`src/rtl/lcd_view_pkg.sv`:
```
// Shared codes for the LCD view scheduler: mood, indicator and sleep
// encodings seen by the LCD character driver, plus the scheduler state enum.
package lcd_view_pkg;

    localparam logic [1:0] MOOD_SAD     = 2'b00;
    localparam logic [1:0] MOOD_HAPPY   = 2'b01;
    localparam logic [1:0] MOOD_NEUTRAL = 2'b10;

    localparam logic [1:0] IND_HEALTH = 2'b00;
    localparam logic [1:0] IND_ENERGY = 2'b01;
    localparam logic [1:0] IND_FUN    = 2'b11;
    localparam logic [1:0] IND_FOOD   = 2'b10;

    localparam logic [1:0] SLP_NORMAL = 2'b00;
    localparam logic [1:0] SLP_ASLEEP = 2'b01;
    localparam logic [1:0] SLP_DEAD   = 2'b11;

    typedef enum logic [1:0] {
        ST_ROTATE = 2'd0,
        ST_ALERT  = 2'd1,
        ST_SLEEP  = 2'd2,
        ST_DEAD   = 2'd3
    } view_state_e;

    // Rotation index (0 health, 1 energy, 2 fun, 3 food) to indicator code.
    function automatic logic [1:0] idx_to_code(input logic [1:0] idx);
        logic [1:0] code;
        case (idx)
            2'd0:    code = IND_HEALTH;
            2'd1:    code = IND_ENERGY;
            2'd2:    code = IND_FUN;
            default: code = IND_FOOD;
        endcase
        return code;
    endfunction

endpackage

```
`src/rtl/lcd_mood_encode.sv`:
```
// Combinational level-to-mood classifier.
// Ports: i_level  - need level being displayed
//        o_mood_c - mood code (happy >= HAPPY_TH, sad <= SAD_TH, else neutral)
module lcd_mood_encode
    import lcd_view_pkg::*;
#(
    parameter int unsigned LEVEL_W  = 3,
    parameter int unsigned HAPPY_TH = 5,
    parameter int unsigned SAD_TH   = 2
) (
    input  logic [LEVEL_W-1:0] i_level,
    output logic [1:0]         o_mood_c
);

    always_comb begin
        o_mood_c = MOOD_NEUTRAL;
        if (i_level >= LEVEL_W'(HAPPY_TH)) begin
            o_mood_c = MOOD_HAPPY;
        end else if (i_level <= LEVEL_W'(SAD_TH)) begin
            o_mood_c = MOOD_SAD;
        end
    end

endmodule

```
`src/rtl/lcd_view_scheduler.sv`:
```
// Chooses the pet LCD view: rotates the four need indicators, pre-empted by
// critical levels, sleep and death. The chosen view is committed only on the
// LCD driver's frame boundary so a frame never mixes two views.
// Ports: clk, reset (async, active-high), tick (dwell pacing strobe),
//        health/energy/fun/food (need levels), sleeping, dead,
//        frame_done (driver end-of-frame pulse),
//        select_figures [3:2] mood [1:0] indicator, sleep (00/01/11),
//        view_update (pulse on committed change), alert (committed ALERT).
module lcd_view_scheduler
    import lcd_view_pkg::*;
#(
    parameter int unsigned LEVEL_W     = 3,
    parameter int unsigned DWELL_TICKS = 4,
    parameter int unsigned HAPPY_TH    = 5,
    parameter int unsigned SAD_TH      = 2,
    parameter int unsigned ALERT_TH    = 1
) (
    input  logic               clk,
    input  logic               reset,
    input  logic               tick,
    input  logic [LEVEL_W-1:0] health,
    input  logic [LEVEL_W-1:0] energy,
    input  logic [LEVEL_W-1:0] fun,
    input  logic [LEVEL_W-1:0] food,
    input  logic               sleeping,
    input  logic               dead,
    input  logic               frame_done,
    output logic [3:0]         select_figures,
    output logic [1:0]         sleep,
    output logic               view_update,
    output logic               alert
);

    localparam int unsigned CNT_W = $clog2(DWELL_TICKS + 1);

    view_state_e        r_state;
    view_state_e        w_state_nxt;
    logic [1:0]         r_idx;
    logic [1:0]         w_idx_nxt;
    logic [CNT_W-1:0]   r_cnt;
    logic [CNT_W-1:0]   w_cnt_nxt;

    logic [LEVEL_W-1:0] w_min_lvl;
    logic [1:0]         w_crit_code;
    logic               w_any_crit;
    logic [LEVEL_W-1:0] w_rot_lvl;
    logic [1:0]         w_rot_mood;
    logic [3:0]         w_pend_sf;
    logic [1:0]         w_pend_sleep;
    logic               w_pend_alert;

    // Lowest level wins; strict compares in health, food, energy, fun order
    // keep the earlier indicator on ties. Any level is critical iff the
    // minimum is.
    always_comb begin
        w_min_lvl   = health;
        w_crit_code = IND_HEALTH;
        if (food < w_min_lvl) begin
            w_min_lvl   = food;
            w_crit_code = IND_FOOD;
        end
        if (energy < w_min_lvl) begin
            w_min_lvl   = energy;
            w_crit_code = IND_ENERGY;
        end
        if (fun < w_min_lvl) begin
            w_min_lvl   = fun;
            w_crit_code = IND_FUN;
        end
    end

    assign w_any_crit = (w_min_lvl <= LEVEL_W'(ALERT_TH));

    // Level of the indicator at the rotation index.
    always_comb begin
        case (r_idx)
            2'd0:    w_rot_lvl = health;
            2'd1:    w_rot_lvl = energy;
            2'd2:    w_rot_lvl = fun;
            default: w_rot_lvl = food;
        endcase
    end

    lcd_mood_encode #(
        .LEVEL_W  (LEVEL_W),
        .HAPPY_TH (HAPPY_TH),
        .SAD_TH   (SAD_TH)
    ) u_mood (
        .i_level  (w_rot_lvl),
        .o_mood_c (w_rot_mood)
    );

    // State, rotation index and dwell counter.
    always_ff @(posedge clk or posedge reset) begin
        if (reset) begin
            r_state <= ST_ROTATE;
            r_idx   <= 2'd0;
            r_cnt   <= '0;
        end else begin
            r_state <= w_state_nxt;
            r_idx   <= w_idx_nxt;
            r_cnt   <= w_cnt_nxt;
        end
    end

    // Next state by priority dead > sleeping > critical > rotation. The dwell
    // counter only runs while staying in ROTATE; any state change clears it
    // and drops a coincident tick. The index is kept outside ROTATE.
    always_comb begin
        w_state_nxt = ST_ROTATE;
        w_idx_nxt   = r_idx;
        w_cnt_nxt   = '0;
        if (r_state == ST_DEAD || dead) begin
            w_state_nxt = ST_DEAD;
        end else if (sleeping) begin
            w_state_nxt = ST_SLEEP;
        end else if (w_any_crit) begin
            w_state_nxt = ST_ALERT;
        end
        if (r_state == ST_ROTATE && w_state_nxt == ST_ROTATE) begin
            w_cnt_nxt = r_cnt;
            if (tick) begin
                if (r_cnt == CNT_W'(DWELL_TICKS - 1)) begin
                    w_cnt_nxt = '0;
                    w_idx_nxt = r_idx + 2'd1;
                end else begin
                    w_cnt_nxt = r_cnt + CNT_W'(1);
                end
            end
        end
    end

    // Pending view derived from the current state only.
    always_comb begin
        w_pend_sf    = {w_rot_mood, idx_to_code(r_idx)};
        w_pend_sleep = SLP_NORMAL;
        w_pend_alert = 1'b0;
        case (r_state)
            ST_ALERT: begin
                w_pend_sf    = {MOOD_SAD, w_crit_code};
                w_pend_alert = 1'b1;
            end
            ST_SLEEP: begin
                w_pend_sf    = select_figures;
                w_pend_sleep = SLP_ASLEEP;
            end
            ST_DEAD: begin
                w_pend_sf    = 4'b0000;
                w_pend_sleep = SLP_DEAD;
            end
            default: ;
        endcase
    end

    // Commit the pending view on the driver's frame boundary.
    always_ff @(posedge clk or posedge reset) begin
        if (reset) begin
            select_figures <= {MOOD_NEUTRAL, IND_HEALTH};
            sleep          <= SLP_NORMAL;
            view_update    <= 1'b0;
            alert          <= 1'b0;
        end else begin
            view_update <= 1'b0;
            if (frame_done) begin
                select_figures <= w_pend_sf;
                sleep          <= w_pend_sleep;
                alert          <= w_pend_alert;
                view_update    <= ({w_pend_sf, w_pend_sleep} != {select_figures, sleep});
            end
        end
    end

endmodule

```
`config.mk`:
```
export PLATFORM = sky130hd
export DESIGN_NAME = lcd_view_scheduler
export DESIGN_NICKNAME = d
export VERILOG_FILES = /design/src/rtl/lcd_view_pkg.sv /design/src/rtl/lcd_mood_encode.sv /design/src/rtl/lcd_view_scheduler.sv
export SDC_FILE = /design/constraint.sdc
export NUM_CORES = 1
export LEC_CHECK = 0
export BUFFER_PORTS_ARGS = -buffer_cell sky130_fd_sc_hd__buf_4
export CAP_MARGIN = 5
export CORE_ASPECT_RATIO = 1.25
export CORE_MARGIN = 2
export CORE_UTILIZATION = 40
export CTS_CLUSTER_SIZE = 20
export DETAILED_ROUTE_END_ITERATION = 10
export PLACE_DENSITY = 0.67
export SYNTH_ARGS = -nofsm -noshare
export SYNTH_HDL_FRONTEND = slang
export SYNTH_HIERARCHICAL = 1
export SYNTH_SLANG_ARGS = --single-unit
```
`constraint.sdc`:
```
create_clock -name clk -period 2.4 [get_ports clk]
set_clock_uncertainty 0.15 [all_clocks]
set_input_delay 0.48 -clock clk [delete_from_list [all_inputs] [get_ports clk]]
set_output_delay 0.48 -clock clk [all_outputs]
set_load 0.005 [all_outputs]
```
==> flow_summary_export.csv, run 1 <==
group,metric,value,unit
timing,hold-worst-slack,138,ps
detailed_routing,drcViolationCount,0,
synth,synthTopCellsByArea,"dfrtp_1 27%, ha_1 12%, inv_1 5.5%",
timing,rsz0062_at_grt,"true",
final_layout,insertedDiodeCount,0,
timing,finalHoldViolCount,0,
global_routing,grt_pass1_vias,1493,
die,rows,23,
clock_tree,clock_latency,250,ps
synth,yosys.area.top_type,"dfrtp_1",
worst_setup_path,cp_data_arrival_time,4010,ps
synth,ys_async_sr_fraction,100,%
detailed_routing,viasPerCell,5.46,
timing,period_share,168,%
die,boundaryPins,26,
clock_tree,clk_pin_slew_worst_paths,70,ps
detailed_routing,routedWlPerCell,16.3,um
placed_design,io_buffer_count,25,
global_routing,overflow,0,
synth,yosysWarnings,6,
placed_design,place_hpwl,2.98,mm
worst_setup_path,cp-end-kind,"register",
synth,ys_seq_elements,15,
worst_setup_path,required,2390,ps
run,maxCapViolations,0,
clock_tree,cts_tree,"done",
synth,syn_avg_cell_area,8.95,um2
clock_tree,cts_sinks,15,
detailed_routing,num_vias,1437,
worst_setup_path,cp-start-kind,"input pin",
timing,finalCriticalPeriod,4020,ps
synth,ys_types,51,
final_layout,drive_above_1_share,54.9,%
synth,yosysSeqAreaShare,28.8,%
synth,syn_inst,146,
die,fp.dieW,55.1,um
global_routing,grt_pass1_wl,6.60,mm
worst_setup_path,critPathMaxFanout,3,
global_routing,grt_usage,24.4,%
synth,synth_ff_type,"dfrtp_1",
power_and_ir_drop,peakVddDrop,0.000369,V
timing,slew_headroom,60.7,%
clock_tree,clockBufferDepth,2,
detailed_routing,antenna_left,0,
detailed_routing,routed_wl,4.29,mm
synth,syn_nets,177,
placed_design,dp_cells,245,
synth,mappedNetlistArea,0.00131,mm2
die,core,0.00317,mm2
status,outcome,"finished with violations",
synth,synth_edf_count,0,
synth,synth_top_cell_area_share,26.8,%
worst_setup_path,r2r-start,"r_idx[1]$_DFFE_PP0P_",
final_layout,layout.nets,258,
final_layout,finalNonFillerCells,263,
global_routing,antenna_found_initial,0,
clock_tree,ctsRootBufferMaster,"clkbuf_8",
die,die_y,67.9,um
timing,setup_tns,-13450,ps
global_routing,grt_max_degree,17,
die,start_util,41.3,%
power_and_ir_drop,powerDensity,372,mW/mm2
power_and_ir_drop,leakagePower,0.999,nW
placed_design,place_congestion,0.931,
detailed_routing,drt_iter0_markers,51,
clock_tree,htree_num_levels,1,
timing,tightest_slew,588,ps
worst_setup_path,reg2reg_depth,11,
clock_tree,cts_made_buffers,3,
worst_setup_path,path_class,"input pin to register",
timing,max_freq,248,MHz
detailed_routing,dr.pass1.iters,4,
final_layout,seq_area,377,um2
min_path,min_path_type,"input pin to asynchronous set/reset pin",
power_and_ir_drop,finalPower,0.817,mW
final_layout,multi_input_area,0.00104,mm2
final_layout,areaGrowthSynthToFinish,68.4,%
timing,setup_ws,-1620,ps
timing,setup-violations-final,10,
status,violations,"setup timing",
timing,slew_viol_final,0,
final_layout,final.fill_count,251,
worst_setup_path,crit_start,"food[2]",
die,die-area,0.00374,mm2
## layout make-up
type / count / share of cell area, %
repair buffers: 79 / 28.0
flip-flops and latches: 15 / 17.1
well taps: 37 / 2.10
inverters: 20 / 3.53
clock buffers: 4 / 2.05
multi-input cells: 108 / 47.2
## state kept, by name, summed over array words and instances, names as in the netlist
name and flops:
view_update 1, select_figures 4, r_state 2, alert 1, sleep 2, r_cnt 3
r_idx 2
## synthesized netlist by cell type, types with 2 or more instances
library cell	count
a211o_1	2
nor2b_1	4
a21oi_1	4
a211oi_1	2
o21a_1	2
o2bb2ai_1	2
o21ai_1	3
o21ai_0	7
nand2_1	11
nor2_1	9
mux2i_1	4
nor3_1	2
ha_1	13
inv_1	19
o22ai_1	2
xnor2_1	2
mux2_4	2
a222oi_1	3
dfrtp_1	14
o31ai_1	3
nand2b_1	3
nand3_1	3
clkbuf_1	2
## per-layer routing
metal  track usage (%)  share of wire (%)  vias to the layer above
li1                  -                  -                      690
met1              26.3                 39                      707
met2              47.9                 56                       33
met3              3.06                3.2                        7
met4              6.10                1.7                        0
met5                 0                  0                        -
## worst max-delay path: stages
cell      delay [ps]
buf_6            100
ha_4             230
a21o_1           210
a31oi_4          190
mux2i_2          280
ha_2             310
o21ba_4          200
nor2_2           100
a31oi_2           70
mux2_4           350
ha_4             230
o21ai_4          150
o2bb2a_4         180
a32oi_4          250
a211oi_2         120
o22ai_2          240
mux2_4           310
## placed cells by master, fill, tap and decap left out, types with 2 or more instances in the layout
cell type / instances
buf_4: 74
inv_1: 15
dfrtp_1: 14
nand2_1: 10
nor2_1: 6
o21ai_0: 6
ha_1: 6
inv_2: 4
nor2b_1: 4
ha_4: 4
buf_6: 4
nand3_1: 3
nand2b_1: 3
a21oi_1: 3
a222oi_1: 3
mux2i_1: 3
ha_2: 3
clkbuf_8: 3
o21ai_1: 2
a211oi_4: 2
o31ai_1: 2
o21a_1: 2
nor3_1: 2
nor2_2: 2
mux2_4: 2
a211o_1: 2
o22ai_1: 2
## cell families (layout without fill, tap and decap cells)
kind of cell,after synthesis,in the layout,share of synthesized area [%]
AO/OA/AOI/OAI,48,48,29.3
AND/OR/NAND/NOR,38,38,14.7
buffers and inverters,23,103,7.18
flip-flops,15,15,28.8
adder cells (fa/ha/maj),13,13,12.5
multiplexers,7,7,6.23
XOR/XNOR,2,2,1.34
## power breakdown
| part | internal [mW] | switching, mW | total, mW |
|---|---|---|---|
| Sequential | 0.257 | 0.00245 | 0.259 |
| Clock | 0.118 | 0.0943 | 0.212 |
| Combinational | 0.195 | 0.152 | 0.346 |
## through the flow
stage	utilization (%)	setup slack [ps]	instance area (um2)
finish	69.5	-1620	2200
global route	69.5	-1680	2200
CTS	66.6	-1520	2110
detailed placement	59.2	-1870	1870
global placement	59.2	-1760	1870
floorplan	-	-1630	1360
## what timing repair did
item	CTS	global route
hold buffers	0	0
gates resized for setup	22	15
endpoints found under the setup margin	10	10
pin swaps	12	16
gates cloned	0	0
buffers inserted	12	2
## worst paths after layout
path / to / slack [ps]
min in group clk: r_state[1]$_DFF_PP0_ / 290
min reg2reg: alert$_DFFE_PP0P_ / 350
max reg2reg: view_update$_DFF_PP0_ / -240
min: sleep[0]$_DFFE_PP0P_ / 140
max: r_idx[1]$_DFFE_PP0P_ / -1620
max in group asynchronous: r_idx[0]$_DFFE_PP0P_ / 1570
Note: power is estimated with default switching activity, not from simulation.
==> run 2: changes to the inputs <==
==> constraint.sdc (replaced) <==
create_clock -name clk -period 2.4 [get_ports clk]
set_clock_uncertainty 0.15 [all_clocks]
set_input_delay 0.12 -clock clk [delete_from_list [all_inputs] [get_ports clk]]
set_output_delay 0.12 -clock clk [all_outputs]
set_load 0.005 [all_outputs]
==> run 2 against run 1 <==
Against the previous run:
- the run still ends with setup timing left
- non-clock buffer count fell by 3
- cell count shrank 1.1%
- fmax rose by 10%
- sequential share of layout area is 0.20 points higher
- global-route usage is 0.57 points lower
- register-to-register slack lost 20 ps
- combinational power is 5% lower
- utilization shrank 0.79 points
- clock-buffer cell count stayed put
- die area stayed put
- clock power shrank 4%
==> flow_summary_export.csv, run 2 (synthesis results as in run 1) <==
group,metric,value,unit
detailed_routing,routed_wl,3.97,mm
worst_setup_path,cp-start-kind,"input pin",
detailed_routing,viasPerCell,5.41,
detailed_routing,routedWlPerCell,15.3,um
clock_tree,htree_num_levels,1,
global_routing,grt_pass1_vias,1510,
run,maxCapViolations,0,
final_layout,largest_register_ffs,4,
timing,rsz0062_at_grt,"true",
power_and_ir_drop,peakVddDrop,0.000521,V
status,outcome,"finished with violations",
clock_tree,cts_tree,"done",
worst_setup_path,critPathMaxFanout,3,
timing,slew_viol_final,0,
min_path,min_path_type,"input pin to register",
timing,period_share,152,%
detailed_routing,drt_iter0_markers,45,
timing,hold-worst-slack,24.5,ps
global_routing,overflow,0,
worst_setup_path,cp-end-kind,"register",
placed_design,place_hpwl,2.94,mm
global_routing,grt_max_degree,17,
placed_design,dpl_cell_area,0.00184,mm2
detailed_routing,drcViolationCount,0,
final_layout,largest-register,"select_figures",
detailed_routing,antenna_left,0,
final_layout,final.fill_count,234,
die,boundaryPins,26,
final_layout,final_cell_area,0.00217,mm2
clock_tree,clk_pin_slew_worst_paths,60,ps
worst_setup_path,cp_data_arrival_time,3630,ps
die,fp.dieW,55.1,um
final_layout,final_cell_mix,"67 x buf_4, 16 x inv_1, 14 x dfrtp_1",
final_layout,largest_registers,"select_figures x4, r_cnt x3",
die,start_util,41.3,%
die,core,0.00317,mm2
power_and_ir_drop,powerDensity,363,mW/mm2
timing,tightest_slew,582,ps
placed_design,io_buffer_count,25,
worst_setup_path,required,2380,ps
timing,max_freq,274,MHz
clock_tree,clock_latency,240,ps
global_routing,grt_usage,23.8,%
clock_tree,cts_sinks,15,
timing,setup-violations-final,10,
clock_tree,clockBufferDepth,2,
timing,finalHoldViolCount,0,
final_layout,final_util,68.7,%
clock_tree,cts_made_buffers,3,
detailed_routing,dr.pass1.iters,4,
final_layout,areaGrowthSynthToFinish,66.5,%
final_layout,seq_area,377,um2
global_routing,antenna_found_initial,0,
placed_design,place_congestion,0.955,
final_layout,final_common_cell,"buf_4",
timing,slew_headroom,61.2,%
timing,finalCriticalPeriod,3650,ps
die,rows,23,
die,die-area,0.00374,mm2
final_layout,multi_input_area,0.00102,mm2
global_routing,grt_pass1_wl,6.53,mm
final_layout,insertedDiodeCount,0,
timing,setup_ws,-1250,ps
power_and_ir_drop,leakagePower,0.980,nW
worst_setup_path,path_class,"input pin to register",
die,die_y,67.9,um
detailed_routing,num_vias,1406,
final_layout,layout.nets,255,
final_layout,drive_above_1_share,50.2,%
clock_tree,ctsRootBufferMaster,"clkbuf_8",
status,violations,"setup timing",
-- run 2: cell types whose count changed in the layout (fill, tap and decap cells not counted), sizes merged --
cell,delta
buf,-7
dlygate4sd3,+4
-- run 2: worst max-delay path, stage by stage --
cell and delay (ps):
buf_8 100, inv_4 40, ha_4 180, a21o_1 210
a31oi_2 190, mux2i_1 290, ha_2 320, o21ba_4 230
nor2_4 80, a31oi_2 60, mux2_4 350, ha_4 220
o21ai_4 130, o2bb2a_4 190, a32oi_4 250, a211oi_2 120
o22ai_2 220, mux2_4 320
-- run 2: metrics by stage --
| stage | setup slack (ps) | TNS, ps | std cells | power (mW) |
|---|---|---|---|---|
| finish | -1250 | -10200 | 260 | 0.790 |
| global route | -1400 | -11710 | 260 | 0.829 |
| CTS | -1230 | -10020 | 258 | 0.766 |
| detailed placement | -1580 | -12600 | 240 | 0.518 |
| global placement | -1400 | -11160 | 240 | 0.507 |
| floorplan | -1270 | -8800 | 146 | 0.386 |
-- run 2: layer usage --
metal / vias up / GRT usage (%) / share of wire, %
li1: 687 / - / -
met1: 673 / 25.3 / 38
met2: 35 / 45.5 / 57
met3: 11 / 4.15 / 3.0
met4: 0 / 7.62 / 2.5
met5: - / 0 / 0
-- run 2: what timing repair did --
action / in CTS / in global routing
pin swaps: 9 / 11
hold buffers: 4 / 0
hold endpoints to repair: 18 / 0
cloned: 0 / 0
gates resized for setup: 22 / 9
setup buffers: 10 / 2
endpoints found under the setup margin: 10 / 10
-- run 2: path summary, 6_finish.rpt --
kind	depth (start not counted)	from	endpoint	slack (ps)
worst max register to register	11	r_idx[1]$_DFFE_PP0P_	view_update$_DFF_PP0_	-260
worst min-delay path	4	sleeping	r_cnt[1]$_DFFE_PP0P_	20
max in group asynchronous	3	reset	select_figures[1]$_DFFE_PP0P_	1370
worst min register to register	1	alert$_DFFE_PP0P_	alert$_DFFE_PP0P_	350
min in group asynchronous	3	reset	alert$_DFFE_PP0P_	350
worst max-delay path	18	health[2]	r_idx[1]$_DFFE_PP0P_	-1250
-- run 2: power by group --
group / total [mW] / switching (mW) / internal (mW)
clock network: 0.203 / 0.0853 / 0.117
logic: 0.327 / 0.142 / 0.185
registers: 0.260 / 0.00288 / 0.257
-- run 2: final cells by class --
cell class | count | share of cell area, %
repair buffers | 76 | 27.9
inverters | 20 | 3.57
multi-input cells | 108 | 47.0
well taps | 37 | 2.13
clock buffers | 4 | 2.07
flip-flops and latches | 15 | 17.3
